===== config.mk =====
export PLATFORM = sky130hd
export DESIGN_NAME = half_adder
export DESIGN_NICKNAME = d
export VERILOG_FILES = /design/src/rtl/half_adder.sv
export SDC_FILE = /design/constraint.sdc
export NUM_CORES = 1
export LEC_CHECK = 0
export CAP_MARGIN = 10
export CORE_MARGIN = 4
export CORE_UTILIZATION = 52
export CTS_BUF_LIST = sky130_fd_sc_hd__clkbuf_4
export DETAILED_ROUTE_END_ITERATION = 16
export PLACE_DENSITY_LB_ADDON = 0.1
export SETUP_SLACK_MARGIN = 0.3
export SLEW_MARGIN = 20
export SYNTH_ARGS = -nofsm -noshare
export SYNTH_HDL_FRONTEND = slang
export SYNTH_SLANG_ARGS = --single-unit

===== constraint.sdc =====
create_clock -name clk -period 4.4 [get_ports clk]
set_input_delay 0.44 -clock clk [delete_from_list [all_inputs] [get_ports clk]]
set_output_delay 0.44 -clock clk [all_outputs]
set_load 0.005 [all_outputs]

===== src/rtl/half_adder.sv =====
// half_adder: WIDTH independent half-adder lanes.
// - sum/carry are purely combinational from a and b.
// - sum_q/carry_q/out_valid hold a one-cycle registered copy of accepted operands.
// - carry_cnt counts accepted cycles with at least one carrying lane and saturates at all-ones.
// Optional build macro HA_SELFCHECK_EN adds the err_sticky output and a registered
// consistency checker on the registered result.
// All registered state uses a synchronous active-high reset (rst).

module half_adder #(
    parameter int unsigned WIDTH = 1,
    parameter int unsigned CNT_W = 16
) (
    input  logic             clk,
    input  logic             rst,
    input  logic [WIDTH-1:0] a,
    input  logic [WIDTH-1:0] b,
    input  logic             in_valid,
    output logic [WIDTH-1:0] sum,
    output logic [WIDTH-1:0] carry,
    output logic [WIDTH-1:0] sum_q,
    output logic [WIDTH-1:0] carry_q,
    output logic             out_valid,
    output logic [CNT_W-1:0] carry_cnt,
    output logic             cnt_sat
`ifdef HA_SELFCHECK_EN
    ,
    output logic             err_sticky
`endif
);

    // Combinational lane results.
    logic [WIDTH-1:0] w_sum;
    logic [WIDTH-1:0] w_carry;
    logic             w_any_carry;
    logic             w_cnt_max;
    logic             w_cnt_inc;

    // Registered state.
    logic [WIDTH-1:0] r_sum;
    logic [WIDTH-1:0] r_carry;
    logic             r_valid;
    logic [CNT_W-1:0] r_cnt;

    assign w_sum       = a ^ b;
    assign w_carry     = a & b;
    assign w_any_carry = |w_carry;
    assign w_cnt_max   = (r_cnt == {CNT_W{1'b1}});
    // Increment only on accepted carrying cycles, and never past all-ones.
    assign w_cnt_inc   = in_valid & w_any_carry & ~w_cnt_max;

    assign sum       = w_sum;
    assign carry     = w_carry;
    assign sum_q     = r_sum;
    assign carry_q   = r_carry;
    assign out_valid = r_valid;
    assign carry_cnt = r_cnt;
    assign cnt_sat   = w_cnt_max;

    // Result registers: capture on accepted cycles, otherwise hold; valid always tracks in_valid.
    always_ff @(posedge clk) begin
        if (rst) begin
            r_sum   <= '0;
            r_carry <= '0;
            r_valid <= 1'b0;
        end else begin
            r_valid <= in_valid;
            if (in_valid) begin
                r_sum   <= w_sum;
                r_carry <= w_carry;
            end
        end
    end

    // Saturating carry-event counter.
    always_ff @(posedge clk) begin
        if (rst) begin
            r_cnt <= '0;
        end else if (w_cnt_inc) begin
            r_cnt <= r_cnt + CNT_W'(1);
        end
    end

`ifdef HA_SELFCHECK_EN
    // Operand copies that the registered result is checked against.
    logic [WIDTH-1:0] r_a;
    logic [WIDTH-1:0] r_b;
    logic [WIDTH-1:0] w_lane_bad;
    logic             r_err;

    assign err_sticky = r_err;

    // Capture operands alongside the registered result so both describe the same cycle.
    always_ff @(posedge clk) begin
        if (rst) begin
            r_a <= '0;
            r_b <= '0;
        end else if (in_valid) begin
            r_a <= a;
            r_b <= b;
        end
    end

    // Per lane, the 2-bit value {carry_q, sum_q} must equal a_q + b_q.
    always_comb begin
        w_lane_bad = '0;
        for (int i = 0; i < int'(WIDTH); i++) begin
            w_lane_bad[i] = ({r_carry[i], r_sum[i]} != ({1'b0, r_a[i]} + {1'b0, r_b[i]}));
        end
    end

    // Sticky error flag, cleared only by reset.
    always_ff @(posedge clk) begin
        if (rst) begin
            r_err <= 1'b0;
        end else if (r_valid && (|w_lane_bad)) begin
            r_err <= 1'b1;
        end
    end
`endif

endmodule


Word-level counts from Yosys, hierarchy flattened:

Index checks and enable logic that the tools add are counted.

* output and inout bits: 22
* word-level logic and storage cells: 11
* input port bits: 5
* flip-flop bits (word level): 19

* equality and inequality tests: 1
* bitwise gates (word level): 5
* $add $sub $neg: 1

Operators by type and width (number)
* 16-bit by 1-bit adder with 16-bit output, second input constant: 1
* 16-bit == test, second input constant: 1
* 1-bit AND: 3
* 1-bit inverter: 1
* 1-bit XOR: 1

Logic depth before layout (Yosys ltp):

Gate-level depths: netlist (run 1).

* depth after elaboration: 3
* mapped depth: 6
* gate-level depth less buffers: 5

Worst setup path before layout (run 1):

OpenSTA, ideal clock, no wires.

* path type: input port to flip-flop
* start: input a
* end: register r_cnt[15], in the netlist carry_cnt[15]
* required time: 4.329 ns
* arrival time: 1.622 ns
* setup slack: 2.707 ns
* buffers on the path: 0
* cell stages on the path: 5
* library setup time: 0.071 ns
* path through: ha_1 and4_4 nand4_4 or4_1 a21oi_1

* word-level cells in the longest chain between the ends: 3

RTL lines
* start, declared: line 15 `input logic [WIDTH-1:0] a,`
* 1-bit AND: line 45 `assign w_carry = a & b;`
* 1-bit AND (2 in a row): line 49 `assign w_cnt_inc = in_valid & w_any_carry & ~w_cnt_max;`
* end signal, assigned: line 79 `r_cnt <= r_cnt + CNT_W'(1);`
* end, declared: line 42 `logic [CNT_W-1:0] r_cnt;`

Every way passes these cells.
A chain may end at the register's enable or synchronous reset.

Worst setup path after layout (run 1):

* start: register r_cnt[0], in the netlist carry_cnt[0]
* end: output cnt_sat

* word-level cells in the longest chain between the ends: 1

RTL lines
* 16-bit == test: line 47 `assign w_cnt_max = (r_cnt == {CNT_W{1'b1}});`
* end, declared: line 24 `output logic cnt_sat`

Every way passes these cells.

==> results of run 1 <==
cell usage in the layout, fill, tap and decap left out, types with 4 or more instances in the layout:
cell type / count
clkdlybuf4s50_1: 26
dfxtp_1: 19
a21oi_1: 13
nand2_1: 8
o31ai_1: 6
o21ai_0: 5
or3_1: 5
or4_1: 5
and3_1: 4
cells by family (layout without fill, tap and decap cells):
family                     count (synthesis)  in the layout  synth area share
buffers and inverters                      4             31            0.0195
muxes                                      2              2            0.0221
and+or+nand+nor                           50             50             0.364
adders and majority gates                  2              2            0.0260
DFF                                       19             19             0.395
AOI/OAI and AO/OA                         29             29             0.174
layer usage:
layer | GRT usage | part of all wire
met5 | 0 | 0
met2 | 0.341 | 0.50
met3 | 0.0292 | 0.028
met1 | 0.249 | 0.46
met4 | 0.0852 | 0.0085
through the flow:
stage	utilization	setup slack [ns]	cells	power, mW
floorplan	-	2.71	106	0.187
global placement	0.710	2.19	154	0.199
detailed placement	0.710	2.14	154	0.200
CTS	0.726	2.00	158	0.288
global route	0.726	1.92	158	0.301
finish	0.726	1.99	158	0.283
final cells by class:
cell class                 instances  area share
timing repair buffer              26       0.205
sequential                        19       0.300
multi-input combinational         83       0.445
tap                               25      0.0247
inverter                           1     0.00296
clock inverter                     1     0.00395
clock buffer                       3      0.0178
worst min-delay path, delay by kind of cell, from the launching register on:
| kind | cells | cell delay (ns) |
|---|---|---|
| AOI/OAI and AO/OA | 1 | 0.06 |
| DFF | 1 | 0.33 |
| and+or+nand+nor | 1 | 0.06 |
power by group through the flow:
stage               clock network, mW  logic, mW  registers [mW]
floorplan                           0    0.00744           0.179
global placement                    0     0.0198           0.179
detailed placement                  0     0.0204           0.179
CTS                            0.0920     0.0206           0.175
global route                    0.103     0.0223           0.176
finish                         0.0877     0.0203           0.175
final timing paths:
kind | end | slack, ns | cells after the start | startpoint
min reg2reg | carry_q$_SDFFE_PP0P_ | 0.48 | 2 | carry_q$_SDFFE_PP0P_
max | cnt_sat | 1.99 | 4 | carry_cnt[0]$_SDFFE_PP0P_
max reg2reg | carry_cnt[3]$_SDFFE_PP0P_ | 2.35 | 5 | carry_cnt[0]$_SDFFE_PP0P_
min | carry_q$_SDFFE_PP0P_ | 0.48 | 2 | carry_q$_SDFFE_PP0P_
state kept, by name, indices dropped and copies added (netlist names):
signal     flops
out_valid      1
carry_q        1
carry_cnt     16
sum_q          1
==> results.py, run 1 <==
metrics = {
    "synth": {
        "netlist_instances": 106,
        "async_flop_share": 0,
        "synth_commonest_cells": "dfxtp_1, a21oi_1, nand2_1",
        "yosysTopAreaCellShare": 0.395,
        "syn-mean-instance-area_um2": 9.09,
        "ys_seq_area_frac": 0.395,
        "syn_area_um2": 963,
        "synth_top_cell_by_area": "dfxtp_1",
        "synth_area_leaders": "dfxtp_1, a21oi_1, o31ai_1",
        "yosys_warnings": 0,
        "synth_ff_type": "dfxtp_1",
        "ys_seq_elements": 19,
        "synth_edf_count": 0,
        "synth_cell_types": 34,
        "synth_fp_nets": 113,
        "yosysMostFrequentCell": "dfxtp_1",
    },
    "cts": {
        "ctsHoldBuffers": 0,
        "cts_tree": "yes",
        "clockBufferDepth": 2,
        "clk_latency_ns": 0.29,
        "clkTransAtPathRegs_ns": 0.11,
        "ctsResizeCount": 0,
        "clockRootBuffer": "clkbuf_4",
        "cts-buffers-inserted": 3,
        "postCtsSetupRepairBufs": 0,
        "clock-sinks": 19,
        "h-tree-depth": 1,
    },
    "cells_and_area": {
        "multiInputGateArea_um2": 564,
        "area_growth_pct": 31.6,
        "layout-drive-gt1-share": 0.0977,
        "seq_area_um2": 380,
        "stdcell_area_um2": 1270,
        "num_antenna_cells": 0,
        "fillers": 147,
        "nNetsFinal": 141,
    },
    "placement": {
        "hpwl_um": 1720,
        "gp_congestion": 0.769,
        "portBuffers": 26,
        "place_area_um2": 1240,
    },
    "pwr": {
        "clockPowerShare": 0.309,
        "p_int_mw": 0.219,
        "peakVddDrop_mv": 0.173,
        "powerDensity_nw_per_um2": 224,
        "leakagePower_nw": 0.433,
        "p_switching_mw": 0.0640,
        "p_comb_frac": 0.072,
        "switching_share": 0.226,
        "pwr-share-seq": 0.619,
    },
    "route": {
        "first_pass_iters": 4,
        "drc": 0,
        "wl_per_cell_um": 14.8,
        "wirelength_um": 2340,
        "vias": 948,
        "antenna_left": 0,
        "viasPerCell": 6.00,
        "first_iter_violations": 32,
    },
    "die": {
        "dieArea_um2": 2610,
        "start_util": 0.552,
        "die_x_um": 51.0,
        "core_area_um2": 1750,
        "die_h_um": 51.0,
        "rows": 15,
        "ios": 27,
    },
    "global_routing": {
        "track_usage": 0.200,
        "grt_overflow_total": 0,
        "grt_pass1_vias": 901,
        "antenna_found_initial": 0,
        "grt_pass1_wl_um": 4000,
        "grt_max_degree": 22,
    },
    "timing": {
        "rsz0062_at_grt": "false",
        "worstMarginPinSlew_ns": 0.742,
        "setup_viol": 0,
        "finalCritPeriodShare": 0.549,
        "whs_ns": 0.483,
        "final-hold-violation-count": 0,
        "slew_viol_final": 0,
        "relSlewSlack": 0.504,
        "skew_ns": 0.00255,
        "period_needed_ns": 2.41,
        "tns_ns": 0,
        "fmax_ghz": 0.414,
    },
    "setup_path": {
        "crit_family": "buffers and inverters",
        "crit_chain": "ha_1, nand3_2, nor4_1, clkdlybuf4s50_1",
        "critPathBufInv": 1,
        "end_kind": "primary output",
        "critPathArrivalTime_ns": 1.97,
        "critPathLaunchType": "flop",
        "max_stage_delay_ns": 0.56,
        "crit_type": "flop to primary output",
        "cp_slowest_cell": "clkdlybuf4s50_1",
        "path_max_fanout": 5,
        "cp_data_required_time_ns": 3.96,
    },
    "outcome": {
        "status": "finished, final reports clean",
    },
    "min_path": {
        "holdCritPathClass": "flop to flop",
    },
    "run": {
        "drv_cap": 0,
    },
}
No activity file was read; power rests on OpenSTA's default activity.
==> run 2: changes to the inputs <==
--- a/config.mk
+++ b/config.mk
@@ -7,7 +7,7 @@
 export LEC_CHECK = 0
 export CAP_MARGIN = 10
 export CORE_MARGIN = 4
-export CORE_UTILIZATION = 52
+export CORE_UTILIZATION = 44
 export CTS_BUF_LIST = sky130_fd_sc_hd__clkbuf_4
 export DETAILED_ROUTE_END_ITERATION = 16
 export PLACE_DENSITY_LB_ADDON = 0.1
==> constraint.sdc (replaced) <==
create_clock -name clk -period 2 [get_ports clk]
set_input_delay 0.2 -clock clk [delete_from_list [all_inputs] [get_ports clk]]
set_output_delay 0.2 -clock clk [all_outputs]
set_load 0.005 [all_outputs]
==> run 2 against run 1 <==
Net effect:
- die area is 15% higher
- wire length increased by 6.3%
- critical path type is now flop to flop
- count of clock-buffer cells in the layout is the same
- global-route usage is 1.9 points lower
==> results.py, run 2 (synthesis results as in run 1) <==
metrics = {
    "outcome": {
        "status": "finished, final reports clean",
    },
    "cells_and_area": {
        "final_util": 0.707,
        "nNetsFinal": 150,
        "final_common_cell": "clkdlybuf4s50_1",
        "largest_reg_flops": 16,
        "layout-drive-gt1-share": 0.324,
        "num_antenna_cells": 0,
        "fillers": 158,
        "stdcell_area_um2": 1430,
        "area_growth_pct": 48.3,
        "layout_common_cells": "clkdlybuf4s50_1, dfxtp_2, a21oi_1",
        "layout.cells.non_filler": 169,
    },
    "timing": {
        "tns_ns": 0,
        "rsz0062_at_grt": "true",
        "setup_viol": 0,
        "slew_viol_final": 0,
        "final-hold-violation-count": 0,
        "whs_ns": 0.479,
        "relSlewSlack": 0.678,
        "skew_ns": 0.00794,
        "finalWorstSetupSlack_ns": 0.313,
        "finalCritPeriodShare": 0.844,
        "fmax_ghz": 0.593,
        "period_needed_ns": 1.69,
        "worstMarginPinSlew_ns": 0.481,
    },
    "cts": {
        "clock-sinks": 19,
        "clk_latency_ns": 0.30,
        "clkTransAtPathRegs_ns": 0.11,
        "clockRootBuffer": "clkbuf_4",
        "clockBufferDepth": 2,
        "cts-buffers-inserted": 3,
        "h-tree-depth": 1,
        "ctsHoldBuffers": 0,
        "cts_tree": "yes",
    },
    "pwr": {
        "peakVddDrop_mv": 0.415,
        "powerDensity_nw_per_um2": 441,
        "total_power_mw": 0.630,
        "leakagePower_nw": 0.531,
    },
    "setup_path": {
        "r2r_start": "carry_cnt[0]$_SDFFE_PP0P_",
        "end_kind": "flop",
        "max_stage_delay_ns": 0.48,
        "critPathLaunchType": "flop",
        "cp_slowest_cell": "or4_1",
        "ff2ff_setup_slack_ns": 0.31,
        "reg2reg_depth": 7,
        "critPathArrivalTime_ns": 1.91,
        "path_max_fanout": 5,
        "crit_type": "flop to flop",
        "crit_chain": "ha_4, nand3_4, buf_6, nor4_4, buf_4, or4_1, a21oi_1",
        "cp_data_required_time_ns": 2.22,
        "timing.rr.end": "carry_cnt[4]$_SDFFE_PP0P_",
    },
    "die": {
        "start_util": 0.476,
        "die_x_um": 54.8,
        "core_area_um2": 2020,
        "rows": 16,
        "ios": 27,
        "dieArea_um2": 3000,
        "die_h_um": 54.8,
    },
    "global_routing": {
        "grt_pass1_vias": 864,
        "antenna_found_initial": 0,
        "grt_overflow_total": 0,
        "track_usage": 0.182,
        "grt_pass1_wl_um": 3870,
        "grt_max_degree": 13,
    },
    "placement": {
        "placedCellCount": 163,
        "gp_congestion": 0.850,
        "place_ws_ns": 0.0395,
        "place_area_um2": 1290,
        "hpwl_um": 1720,
        "portBuffers": 26,
    },
    "route": {
        "first_pass_iters": 4,
        "drc": 0,
        "viasPerCell": 5.78,
        "wirelength_um": 2490,
        "antenna_left": 0,
        "vias": 976,
        "first_iter_violations": 13,
        "wl_per_cell_um": 14.7,
    },
    "min_path": {
        "holdCritPathClass": "flop to flop",
        "hold_path_depth": 2,
        "min_from": "carry_q$_SDFFE_PP0P_",
        "worstHoldEndpoint": "carry_q$_SDFFE_PP0P_",
    },
    "run": {
        "drv_cap": 0,
    },
}
## run 2: cell types whose count changed in the layout (fill, tap and decap cells not counted), moves of 2 or more
cell	before	now
a21oi_1	13	10
dfxtp_1	19	6
o21ai_0	5	3
dfxtp_2	0	11
buf_4	0	7
a21oi_2	0	3
dfxtp_4	0	2
## run 2: worst max-delay path by stage
stage,slack [ns],start,endpoint,cells after the start
2_1_floorplan,0.42,carry_cnt[0]$_SDFFE_PP0P_,carry_cnt[3]$_SDFFE_PP0P_,5
3_3_place_gp,0.11,a,carry_cnt[11]$_SDFFE_PP0P_,6
3_5_place_dp,0.04,a,carry_cnt[15]$_SDFFE_PP0P_,6
4_1_cts,0.30,carry_cnt[11]$_SDFFE_PP0P_,cnt_sat,3
5_1_grt,0.24,carry_cnt[1]$_SDFFE_PP0P_,carry_cnt[4]$_SDFFE_PP0P_,7
6_report,0.31,carry_cnt[0]$_SDFFE_PP0P_,carry_cnt[4]$_SDFFE_PP0P_,7
## run 2: critical path, delay by kind of cell (launching register included)
family | cells | cell delay, ns
compound gates | 1 | 0.15
flops | 1 | 0.38
simple gates | 3 | 0.63
buf+inv | 2 | 0.29
fa+ha+maj | 1 | 0.17
## run 2: area by class of cell
type,count,area [um^2],share of cell area
Timing Repair Buffer,35,324,0.227
Clock inverter,1,5.00,0.00350
Clock buffer,3,22.5,0.0158
Tap cell,27,33.8,0.0236
Multi-Input combinational cell,83,638,0.447
Inverter,1,3.75,0.00263
Sequential cell,19,402,0.281
## run 2: routing by layer
metal  routed length [um]  vias up  track usage  share of wire
li1                     -      483            -              -
met1                 1070      465        0.220           0.43
met2                 1290       24        0.307           0.52
met3                  100        4       0.0300          0.040
met4                   33        0       0.0871          0.013
met5                    0        -            0              0
## run 2: power by group
| part | switching, mW | total, mW | internal, mW |
|---|---|---|---|
| Sequential | 0.00343 | 0.384 | 0.381 |
| Combinational | 0.0219 | 0.0514 | 0.0295 |
| Clock | 0.120 | 0.195 | 0.0744 |
| Total | 0.146 | 0.630 | 0.485 |
## run 2: repair_timing
action                                  in CTS  in global routing
pin swaps                                    2                  8
endpoints found under the setup margin       7                 15
gates cloned                                 0                  1
gates resized for setup                      8                 28
setup buffers                                0                  1
==> run 3: changes to the inputs <==
--- a/config.mk
+++ b/config.mk
@@ -7,7 +7,7 @@
 export LEC_CHECK = 0
 export CAP_MARGIN = 10
 export CORE_MARGIN = 4
-export CORE_UTILIZATION = 44
+export CORE_UTILIZATION = 48
 export CTS_BUF_LIST = sky130_fd_sc_hd__clkbuf_4
 export DETAILED_ROUTE_END_ITERATION = 16
 export PLACE_DENSITY_LB_ADDON = 0.1
==> constraint.sdc (replaced) <==
create_clock -name clk -period 1.75 [get_ports clk]
set_input_delay 0.175 -clock clk [delete_from_list [all_inputs] [get_ports clk]]
set_output_delay 0.175 -clock clk [all_outputs]
set_load 0.005 [all_outputs]
==> run 3 against run 2 <==
Net effect:
- combinational power is 44% higher
- first-iteration DRC count grew to 11 times the previous value
- hold slack better by 0.012 ns
- maximum frequency is 2.0% lower
- die area is 7.1% lower
- count of clock-buffer cells in the layout is 1 higher
- global-route usage is 11 points higher
- critical endpoint is now carry_cnt[0]$_SDFFE_PP0P_
- largest cell class unchanged
==> results.py, run 3 (synthesis results as in run 1) <==
metrics = {
    "timing": {
        "setup_viol": 0,
        "finalCritPeriodShare": 0.984,
        "whs_ns": 0.491,
        "relSlewSlack": 0.740,
        "tns_ns": 0,
        "worstMarginPinSlew_ns": 0.387,
        "rsz0062_at_grt": "true",
        "skew_ns": 0.00403,
        "final-hold-violation-count": 0,
        "slew_viol_final": 0,
        "period_needed_ns": 1.72,
        "fmax_ghz": 0.581,
    },
    "min_path": {
        "holdCritPathClass": "input port to flop",
        "hold_path_depth": 4,
    },
    "global_routing": {
        "grt_max_degree": 12,
        "grt_pass1_wl_um": 5950,
        "grt_overflow_total": 0,
        "grt_pass1_vias": 1182,
        "antenna_found_initial": 0,
        "track_usage": 0.296,
    },
    "run": {
        "drv_cap": 0,
    },
    "placement": {
        "gp_congestion": 0.771,
        "hpwl_um": 1920,
        "place_area_um2": 1390,
        "portBuffers": 26,
        "placedCellCount": 171,
    },
    "route": {
        "wl_per_cell_um": 28.3,
        "drc": 0,
        "antenna_left": 0,
        "vias": 1422,
        "first_pass_iters": 4,
        "viasPerCell": 7.33,
        "first_iter_violations": 147,
        "wirelength_um": 5500,
    },
    "cells_and_area": {
        "final_common_cell": "buf_4",
        "nNetsFinal": 177,
        "layout.cells.non_filler": 194,
        "final_util": 0.977,
        "stdcell_area_um2": 1780,
        "layout-drive-gt1-share": 0.544,
        "fillers": 25,
        "area_growth_pct": 84.7,
        "layout_common_cells": "buf_4, clkdlybuf4s50_1, dfxtp_4",
        "largest_reg_flops": 16,
        "num_antenna_cells": 0,
    },
    "cts": {
        "clk_latency_ns": 0.32,
        "cts-buffers-inserted": 3,
        "clockBufferDepth": 2,
        "clockRootBuffer": "clkbuf_4",
        "cts_tree": "yes",
        "clkTransAtPathRegs_ns": 0.11,
        "ctsHoldBuffers": 0,
        "clock-sinks": 19,
        "h-tree-depth": 1,
    },
    "setup_path": {
        "reg2reg_depth": 5,
        "critPathLaunchType": "flop",
        "cp_data_required_time_ns": 1.98,
        "crit_type": "flop to flop",
        "path_max_fanout": 7,
        "critPathArrivalTime_ns": 1.95,
        "end_kind": "flop",
    },
    "pwr": {
        "peakVddDrop_mv": 0.522,
        "powerDensity_nw_per_um2": 425,
        "leakagePower_nw": 0.799,
    },
    "die": {
        "rows": 15,
        "core_area_um2": 1820,
        "dieArea_um2": 2790,
        "die_h_um": 52.8,
        "ios": 27,
        "die_x_um": 52.8,
        "start_util": 0.529,
    },
    "outcome": {
        "status": "finished, final reports clean",
    },
}
[run 3: cell types whose count changed in the layout (fill, tap and decap cells not counted), sizes merged, moves of 4 or more]
cell | before | now
buf | 9 | 35
clkdlybuf4s50 | 25 | 13
dlygate4sd2 | 0 | 8
dlymetal6s2s | 0 | 4
[run 3: report_power, final]
| part | internal (mW) | leakage [nW] | switching [mW] |
|---|---|---|---|
| Combinational | 0.0369 | 0.616 | 0.0369 |
| Sequential | 0.424 | 0.165 | 0.00466 |
| Clock | 0.105 | 0.0184 | 0.148 |
| Total | 0.565 | 0.799 | 0.190 |
[run 3: worst max-delay path, stage by stage (launching register included)]
cell,delay (ns)
dfxtp_2,0.43
nand4_1,0.22
nor4_4,0.45
buf_4,0.23
o21ai_1,0.10
a21oi_1,0.21
[run 3: timing repair]
| item | in CTS | in global routing |
|---|---|---|
| setup buffers | 10 | 8 |
| endpoints found under the setup margin | 31 | 26 |
| resized for setup | 42 | 29 |
| pin swaps | 16 | 13 |
| cloned | 1 | 0 |
[run 3: final cells by class]
type                            count  area [um^2]  share of cell area
Multi-Input combinational cell     84          753               0.423
Timing Repair Buffer               61          538               0.302
Sequential cell                    19          423               0.238
Tap cell                           25         31.3              0.0176
Clock buffer                        4         30.0              0.0169
Inverter                            1         3.75             0.00211
[run 3: stage by stage]
step           total power [mW]  setup slack [ns]
2_1_floorplan             0.470             0.276
3_3_place_gp              0.509            -0.102
3_5_place_dp              0.511            -0.160
4_1_cts                   0.748             0.167
5_1_grt                   0.781            -0.118
6_report                  0.755            0.0287
[run 3: path summary, 6_finish.rpt]
kind,from,slack [ns],to
setup reg to reg,carry_cnt[3]$_SDFFE_PP0P_,0.03,carry_cnt[0]$_SDFFE_PP0P_
hold / removal,a,0.49,sum_q$_SDFFE_PP0P_
hold reg to reg,carry_cnt[2]$_SDFFE_PP0P_,0.54,carry_cnt[2]$_SDFFE_PP0P_
setup / recovery,carry_cnt[3]$_SDFFE_PP0P_,0.03,carry_cnt[0]$_SDFFE_PP0P_
[run 3: per-layer routing]
| layer | vias up | share of wire | wire, um | track usage |
|---|---|---|---|---|
| li1 | 541 | - | - | - |
| met1 | 648 | 0.33 | 1790 | 0.346 |
| met2 | 161 | 0.45 | 2490 | 0.498 |
| met3 | 72 | 0.12 | 655 | 0.0741 |
| met4 | 0 | 0.10 | 563 | 0.140 |
| met5 | - | 0 | 0 | 0 |
